--- src/rtl/uart_frame_dump_ctrl.sv ---
// Streams one captured frame out over the UART: sync header A5 5A, then each
// 16-bit pixel high byte first, with byte pacing taken from the transmitter's done pulse.
module uart_frame_dump_ctrl #(
   parameter int          FRAME_PIXELS = 307200,
   parameter int          CNT_W        = 19,
   parameter logic [7:0]  CMD_START    = 8'h53,
   parameter logic [7:0]  CMD_ABORT    = 8'h58,
   parameter logic [7:0]  SYNC0        = 8'hA5,
   parameter logic [7:0]  SYNC1        = 8'h5A
) (
   input  logic             i_clk,
   input  logic             i_rst,
   input  logic [7:0]       i_rx_data,
   input  logic             i_rx_valid,
   output logic             o_pix_load,
   output logic             o_pix_req,
   input  logic [15:0]      i_pix_data,
   output logic             o_tx_start,
   output logic [7:0]       o_tx_byte,
   input  logic             i_tx_done,
   output logic             o_busy,
   output logic [CNT_W-1:0] o_pix_count,
   output logic             o_done
);

   typedef enum logic [3:0] {
      ST_IDLE,
      ST_LOAD,
      ST_S0,
      ST_S0_W,
      ST_S1,
      ST_S1_W,
      ST_REQ,
      ST_LATCH,
      ST_HI,
      ST_HI_W,
      ST_LO,
      ST_LO_W,
      ST_FIN
   } state_t;

   localparam logic [CNT_W-1:0] LAST_COUNT = CNT_W'(FRAME_PIXELS);

   state_t           r_state;
   state_t           w_next;
   logic             r_abort;
   logic [15:0]      r_pix;
   logic [7:0]       r_tx_byte;
   logic [CNT_W-1:0] r_pix_count;

   logic             w_busy;
   logic             w_start_cmd;
   logic             w_abort_cmd;
   logic             w_abort;
   logic [CNT_W-1:0] w_count_inc;
   logic             w_tx_start;
   logic [7:0]       w_tx_sel;
   logic             w_pix_req;
   logic             w_pix_load;
   logic             w_latch;
   logic             w_count_clr;
   logic             w_count_en;

   assign w_busy      = (r_state != ST_IDLE) && (r_state != ST_FIN);
   assign w_start_cmd = i_rx_valid && (i_rx_data == CMD_START);
   assign w_abort_cmd = i_rx_valid && (i_rx_data == CMD_ABORT) && w_busy;
   // A fresh abort byte acts in the same cycle, so it can suppress that cycle's request.
   assign w_abort     = r_abort || w_abort_cmd;
   assign w_count_inc = r_pix_count + 1'b1;

   always_comb begin
      w_next      = r_state;
      w_tx_start  = 1'b0;
      w_tx_sel    = r_tx_byte;
      w_pix_req   = 1'b0;
      w_pix_load  = 1'b0;
      w_latch     = 1'b0;
      w_count_clr = 1'b0;
      w_count_en  = 1'b0;
      case (r_state)
         ST_IDLE: begin
            if (w_start_cmd) w_next = ST_LOAD;
         end
         ST_LOAD: begin
            w_pix_load  = 1'b1;
            w_count_clr = 1'b1;
            w_next      = w_abort ? ST_IDLE : ST_S0;
         end
         ST_S0: begin
            if (w_abort) begin
               w_next = ST_IDLE;
            end else begin
               w_tx_start = 1'b1;
               w_tx_sel   = SYNC0;
               w_next     = ST_S0_W;
            end
         end
         ST_S0_W: begin
            if (i_tx_done) w_next = w_abort ? ST_IDLE : ST_S1;
         end
         ST_S1: begin
            if (w_abort) begin
               w_next = ST_IDLE;
            end else begin
               w_tx_start = 1'b1;
               w_tx_sel   = SYNC1;
               w_next     = ST_S1_W;
            end
         end
         ST_S1_W: begin
            if (i_tx_done) w_next = w_abort ? ST_IDLE : ST_REQ;
         end
         ST_REQ: begin
            if (w_abort) begin
               w_next = ST_IDLE;
            end else begin
               w_pix_req = 1'b1;
               w_next    = ST_LATCH;
            end
         end
         ST_LATCH: begin
            if (w_abort) begin
               w_next = ST_IDLE;
            end else begin
               w_latch = 1'b1;
               w_next  = ST_HI;
            end
         end
         ST_HI: begin
            if (w_abort) begin
               w_next = ST_IDLE;
            end else begin
               w_tx_start = 1'b1;
               w_tx_sel   = r_pix[15:8];
               w_next     = ST_HI_W;
            end
         end
         ST_HI_W: begin
            if (i_tx_done) w_next = w_abort ? ST_IDLE : ST_LO;
         end
         ST_LO: begin
            if (w_abort) begin
               w_next = ST_IDLE;
            end else begin
               w_tx_start = 1'b1;
               w_tx_sel   = r_pix[7:0];
               w_next     = ST_LO_W;
            end
         end
         ST_LO_W: begin
            // The pixel counts as sent even if an abort arrives with its final done pulse.
            if (i_tx_done) begin
               w_count_en = 1'b1;
               if (w_abort)                        w_next = ST_IDLE;
               else if (w_count_inc == LAST_COUNT) w_next = ST_FIN;
               else                                w_next = ST_REQ;
            end
         end
         ST_FIN: begin
            w_next = ST_IDLE;
         end
         default: begin
            w_next = ST_IDLE;
         end
      endcase
   end

   always_ff @(posedge i_clk) begin
      if (i_rst) r_state <= ST_IDLE;
      else       r_state <= w_next;
   end

   always_ff @(posedge i_clk) begin
      if (i_rst)                   r_abort <= 1'b0;
      else if (w_next == ST_IDLE)  r_abort <= 1'b0;
      else if (w_abort_cmd)        r_abort <= 1'b1;
   end

   always_ff @(posedge i_clk) begin
      if (i_rst)        r_pix <= 16'h0000;
      else if (w_latch) r_pix <= i_pix_data;
   end

   always_ff @(posedge i_clk) begin
      if (i_rst)           r_tx_byte <= 8'h00;
      else if (w_tx_start) r_tx_byte <= w_tx_sel;
   end

   always_ff @(posedge i_clk) begin
      if (i_rst)            r_pix_count <= '0;
      else if (w_count_clr) r_pix_count <= '0;
      else if (w_count_en)  r_pix_count <= w_count_inc;
   end

   assign o_pix_load  = w_pix_load;
   assign o_pix_req   = w_pix_req;
   assign o_tx_start  = w_tx_start;
   assign o_tx_byte   = w_tx_sel;
   assign o_busy      = w_busy;
   assign o_pix_count = r_pix_count;
   assign o_done      = (r_state == ST_FIN);

endmodule

--- config.mk ---
export PLATFORM = sky130hd
export DESIGN_NAME = uart_frame_dump_ctrl
export DESIGN_NICKNAME = d
export VERILOG_FILES = /design/src/rtl/uart_frame_dump_ctrl.sv
export SDC_FILE = /design/constraint.sdc
export NUM_CORES = 1
export LEC_CHECK = 0
export CAP_MARGIN = 10
export CORE_ASPECT_RATIO = 0.5
export CORE_UTILIZATION = 45
export CTS_BUF_LIST = sky130_fd_sc_hd__clkbuf_8
export DETAILED_ROUTE_END_ITERATION = 16
export PLACE_DENSITY = 0.79
export SETUP_SLACK_MARGIN = 0.05
export SYNTH_ARGS = -nofsm -noshare
export SYNTH_HDL_FRONTEND = slang
export SYNTH_SLANG_ARGS = --single-unit
--- constraint.sdc ---
create_clock -name i_clk -period 2.3 [get_ports i_clk]
set_input_delay 0.46 -clock i_clk [delete_from_list [all_inputs] [get_ports i_clk]]
set_output_delay 0.46 -clock i_clk [all_outputs]
set_load 0.02 [all_outputs]
==> Word-level counts from Yosys, hierarchy flattened <==
Cells that the tools add are included.
{ "classes": {"muxes": 30, "add_sub_neg": 1, "eq_ne": 16, "n_reduce_logical": 11} }
{ "op_table": {"columns": ["operator", "count"], "rows": [
  ["4-bit one-hot mux with 12 select lines", 1],
  ["4-bit two-way mux", 11],
  ["8-bit two-way mux", 4],
  ["8-bit one-hot mux with 4 select lines", 1],
  ["4-bit equality test (second input constant)", 5],
  ["19-bit by 1-bit adder with 19-bit output (second input constant)", 1],
  ["19-bit equality test (second input constant)", 1],
  ["4-bit by 3-bit equality test with 1-bit output (second input constant)", 4],
  ["8-bit by 7-bit equality test with 1-bit output (second input constant)", 2],
  ["3-bit two-way mux", 4],
  ["4-bit by 2-bit equality test with 1-bit output (second input constant)", 2],
  ["4-bit logical NOT", 2],
  ["1-bit two-way mux", 7],
  ["4-bit by 1-bit equality test with 1-bit output (second input constant)", 1],
  ["1-bit logical AND", 4],
  ["2-bit two-way mux", 2],
  ["4-bit inequality test (second input constant)", 1],
  ["4-bit nonzero test", 1],
  ["2-bit OR reduction", 2],
  ["4-bit OR reduction", 1],
  ["1-bit logical OR", 1]
]} }
{ "word_totals": {"word_cells": 63, "ff_bits": 48, "in_bits": 28} }

==> Depth between registers and ports, before layout <==
{ "logic_depth": {"ltp_word": 9, "depth_mapped": 9, "depth_no_buf": 7} }

==> Least setup slack after synthesis <==
Ideal clock, no wire load.
{ "synth_timing": {"kind": "register to output", "start": "register r_state[3]", "end": "output o_tx_byte[1]", "n_path_buf": 2, "required_time_ns": 1.840, "setup_slack_ns": -0.388, "stages_incl_launch_ff": 9, "t_arrival_ns": 2.228, "cell_sequence": "dfxtp_1 > nor2b_1 > buf_6 > or4_4 > a311oi_2 > buf_4 > a21boi_2 > nor2_1 > nor2_1"} }
{ "synth_via": {"elab_chain_len": 6} }
{ "synth_lines": {"columns": ["item", "line", "rtl"], "rows": [
  ["from (decl)", "44", "state_t r_state;"],
  ["from (signal assigned)", "170", "else r_state <= w_next;"],
  ["4-bit inequality test / 4-bit nonzero test (equally long branches)", "64", "assign w_busy = (r_state != ST_IDLE) && (r_state != ST_FIN);"],
  ["1-bit logical AND (*)", "64", null],
  ["named net o_busy", "21", "output logic o_busy,"],
  ["1-bit logical AND (*)", "66", "assign w_abort_cmd = i_rx_valid && (i_rx_data == CMD_ABORT) && w_busy;"],
  ["1-bit logical OR (*)", "68", "assign w_abort = r_abort || w_abort_cmd;"],
  ["8-bit two-way mux (on tied branches)", null, null],
  ["8-bit one-hot mux with 4 select lines (*)", "80", "case (r_state)"],
  ["to (decl)", "19", "output logic [7:0] o_tx_byte,"]
]} }
The timed path passes the listed nets; every way through them passes the cells marked *.

==> Worst setup path after layout <==
{ "layout_timing": {"start": "register r_state[3]", "end": "output o_tx_byte[0]"} }
{ "layout_via": {"elab_chain_len": 6} }
{ "layout_lines": {"columns": ["item", "line"], "rows": [
  ["4-bit inequality test / 4-bit nonzero test (equally long branches)", "64"],
  ["1-bit logical AND", "64"],
  ["1-bit logical AND", "66"],
  ["1-bit logical OR", "68"],
  ["8-bit two-way mux (on tied branches)", null],
  ["8-bit one-hot mux with 4 select lines (*)", "80"]
]} }
Every way passes the cells marked *; elsewhere a longest branch is shown, timed or not.

==> results.sh <==
export IMPL_postRouteAntennaNets=0
export IMPL_synth_fp_nets=337
export IMPL_die_area_um2=6120
export IMPL_reg2reg_depth=9
export IMPL_fmax_mhz=358
export IMPL_slew_headroom_pct=73.1
export IMPL_critPathLaunchType="register"
export IMPL_fin_ws_ns=-0.490
export IMPL_period_minus_slack_ns=2.79
export IMPL_drv_slew=0
export IMPL_ys_seq_area_share_pct=36.9
export IMPL_fin_skew_ns=0.0108
export IMPL_die_w_um=110
export IMPL_h_tree_depth=2
export IMPL_via_per_inst=5.46
export IMPL_pre_cts_ws_ns=-0.794
export IMPL_syn_area_um2=2610
export IMPL_route_vias_total=2544
export IMPL_endpoint="o_tx_byte[0]"
export IMPL_violations="setup timing"
export IMPL_diodes=0
export IMPL_min_delay_start="r_pix[10]$_SDFFE_PP0P_"
export IMPL_grt_pass1_wl_um=10900
export IMPL_ys_warn_count=0
export IMPL_initial_core_util_pct=47.1
export IMPL_die_y_um=55.8
export IMPL_insertion_delay_ns=0.31
export IMPL_grtUsageTotal_pct=22.9
export IMPL_cts_buffers=5
export IMPL_multi_input_area_um2=1640
export IMPL_postSynthAreaPerCell_um2=8.49
export IMPL_synth_edf_count=0
export IMPL_cts_num_sinks=48
export IMPL_cts_hold_buf=0
export IMPL_areaGrowthSynthToFinish_pct=43.6
export IMPL_dpl_instance_area_um2=3470
export IMPL_placementRows=19
export IMPL_register_area_um2=965
export IMPL_r2r_slack_ns=0.06
export IMPL_syn_inst=307
export IMPL_netlist_cell_type_count=48
export IMPL_io_pins=60
export IMPL_fin_area_um2=3740
export IMPL_first_pass_iters=8
export IMPL_cts_root_buffer="clkbuf_8"
export IMPL_clockBufferDepth=2
export IMPL_p_leak_uw=0.00145
export IMPL_ys_async_sr_fraction_pct=0
export IMPL_dp_cells=449
export IMPL_rr_endpoint="r_tx_byte[2]$_SDFFE_PP0P_"
export IMPL_num_nets_final=422
export IMPL_drive_gt1_share_pct=25.7
export IMPL_fillCellCount=420
export IMPL_core_area_um2=5540
export IMPL_period_share_pct=121
export IMPL_critPathRequiredTime_ns=1.84
export IMPL_tritoncts="done"
export IMPL_worstSetupStartpoint="r_state[3]$_SDFF_PP0_"
export IMPL_status="finished, violations left"
export IMPL_wl_um=6700
export IMPL_irDropWorstVdd_uv=247
export IMPL_worstHoldPathType="reg2reg"
export IMPL_grt_pass1_vias=2359
export IMPL_synth_seq_cells=48
export IMPL_maxCapViolCount=0
export IMPL_wire_per_inst_um=14.4
export IMPL_grt_start_max_net_pins=31
export IMPL_cp_max_fo=5
export IMPL_antenna_found_initial=0
export IMPL_drt_iter0_drc=83
export IMPL_grt_ovfl_total=0
export IMPL_endpoint_kind="output port"
export IMPL_gp_congestion=0.921
export IMPL_rr_startpoint="r_state[3]$_SDFF_PP0_"
export IMPL_portBuffers=59
export IMPL_worst_slew_pin_slew_ns=0.400
export IMPL_rsz0062_at_grt="yes"
export IMPL_path_class="reg2out"
export IMPL_synthFlopType="dfxtp_1"
export IMPL_finalHoldViolCount=0
export IMPL_power_density_nw_per_um2=464
export IMPL_drc=0
export IMPL_worstPathArrival_ns=2.33
export IMPL_setup_viol=10
export IMPL_layoutNonFillerInstCount=466
export IMPL_path_clk_slew_ns=0.09
export IMPL_dp_hpwl_um=4610
==> sequential cells by signal, summed over array words and instances (netlist names) <==
name         cells
o_pix_count     19
r_abort          1
r_pix           16
r_state          4
r_tx_byte        8
==> metrics by stage <==
| step | hold WS, ns | TNS (ns) | utilization (%) | total power [uW] |
|---|---|---|---|---|
| floorplan | 0.454 | -1.88 | - | 985 |
| global placement | 0.470 | -9.59 | 62.6 | 1110 |
| detailed placement | 0.486 | -11.49 | 62.6 | 1110 |
| CTS | 0.508 | -3.44 | 66.8 | 1740 |
| global route | 0.529 | -5.04 | 67.6 | 1800 |
| finish | 0.502 | -4.19 | 67.6 | 1740 |
==> layout make-up <==
type / count / area share (%)
Multi-Input combinational cell: 232 / 43.9
Sequential cell: 48 / 25.8
Timing Repair Buffer: 99 / 24.4
Tap cell: 73 / 2.44
Clock buffer: 5 / 1.84
Clock inverter: 3 / 1.14
Inverter: 6 / 0.602
==> critical path: stages, from the launching register on <==
cell and delay [ns]:
dfxtp_2 0.34, nor2b_4 0.12, or4_4 0.50, a311oi_2 0.29, buf_4 0.20, buf_6 0.10, nand3_4 0.08, and4bb_2 0.26
buf_6 0.13
==> layout by cell type, fill, tap and decap left out, types with 5 or more instances in the layout <==
cell	synthesis	layout
clkdlybuf4s50_1	0	46
nand2_1	19	19
nand4_1	14	14
xnor2_1	10	10
buf_6	2	10
clkbuf_8	0	5
buf_4	1	38
mux2i_1	22	21
a31oi_1	6	5
dfxtp_1	48	45
nor2_2	0	6
inv_1	6	6
nand3_1	12	11
nor3_1	12	11
nor2_1	53	46
xor2_1	14	14
==> synthesized netlist by cell type, types with 3 or more instances <==
cell type	n	share of area, %
nor2_1	53	7.6
dfxtp_1	48	37
mux2i_1	22	8.4
nand2_1	19	2.7
nand4_1	14	3.4
xor2_1	14	4.7
nand3_1	12	2.3
nor3_1	12	2.3
clkbuf_1	11	1.6
xnor2_1	10	3.4
a31oi_1	6	1.4
inv_1	6	0.86
and3_1	5	1.2
a21oi_1	4	0.77
mux2_2	4	1.7
nor2b_1	4	0.96
nor3_2	4	1.5
o31ai_1	4	1.2
a211o_1	3	1.0
and2_1	3	0.72
and2b_1	3	0.86
and3b_1	3	1.0
and4_1	3	1.0
buf_1	3	0.43
buf_2	3	0.58
nor4_1	3	0.72
==> logic make-up after synthesis <==
| family | Yosys count | synth area share (%) |
|---|---|---|
| and+or+nand+nor | 149 | 29.9 |
| DFF | 48 | 36.9 |
| AOI/OAI and AO/OA | 31 | 8.64 |
| buffers and inverters | 27 | 5.37 |
| muxes | 26 | 10.2 |
| xor gates and xnor gates | 24 | 8.06 |
| adders and majority gates | 2 | 0.960 |
==> report_power, final <==
group | total [uW] | switching, uW | internal [uW]
sequential | 849 | 7.63 | 841
clock | 614 | 292 | 322
combinational | 274 | 126 | 148
total | 1740 | 426 | 1310
==> routing by layer <==
layer	track usage (%)	part of all wire, %	up-vias
met5	0	0	-
met4	7.24	1.7	0
met3	3.86	4.2	11
met2	39.7	50	79
met1	29.0	45	1203
li1	-	-	1251
==> worst min path at each step <==
stage | depth (start not counted) | end
global route | 2 | r_pix[7]$_SDFFE_PP0P_
detailed placement | 2 | r_pix[10]$_SDFFE_PP0P_
global placement | 2 | r_pix[1]$_SDFFE_PP0P_
finish | 2 | r_pix[10]$_SDFFE_PP0P_
CTS | 2 | r_pix[10]$_SDFFE_PP0P_
floorplan | 2 | r_pix[1]$_SDFFE_PP0P_
==> repair_timing <==
item	4_1_cts	5_1_grt
gates resized for setup	78	10
buffers inserted	7	1
pin swaps	10	5
gates cloned	1	0
endpoints found under the setup margin	28	30
Note: power is estimated with default switching activity, not from simulation.
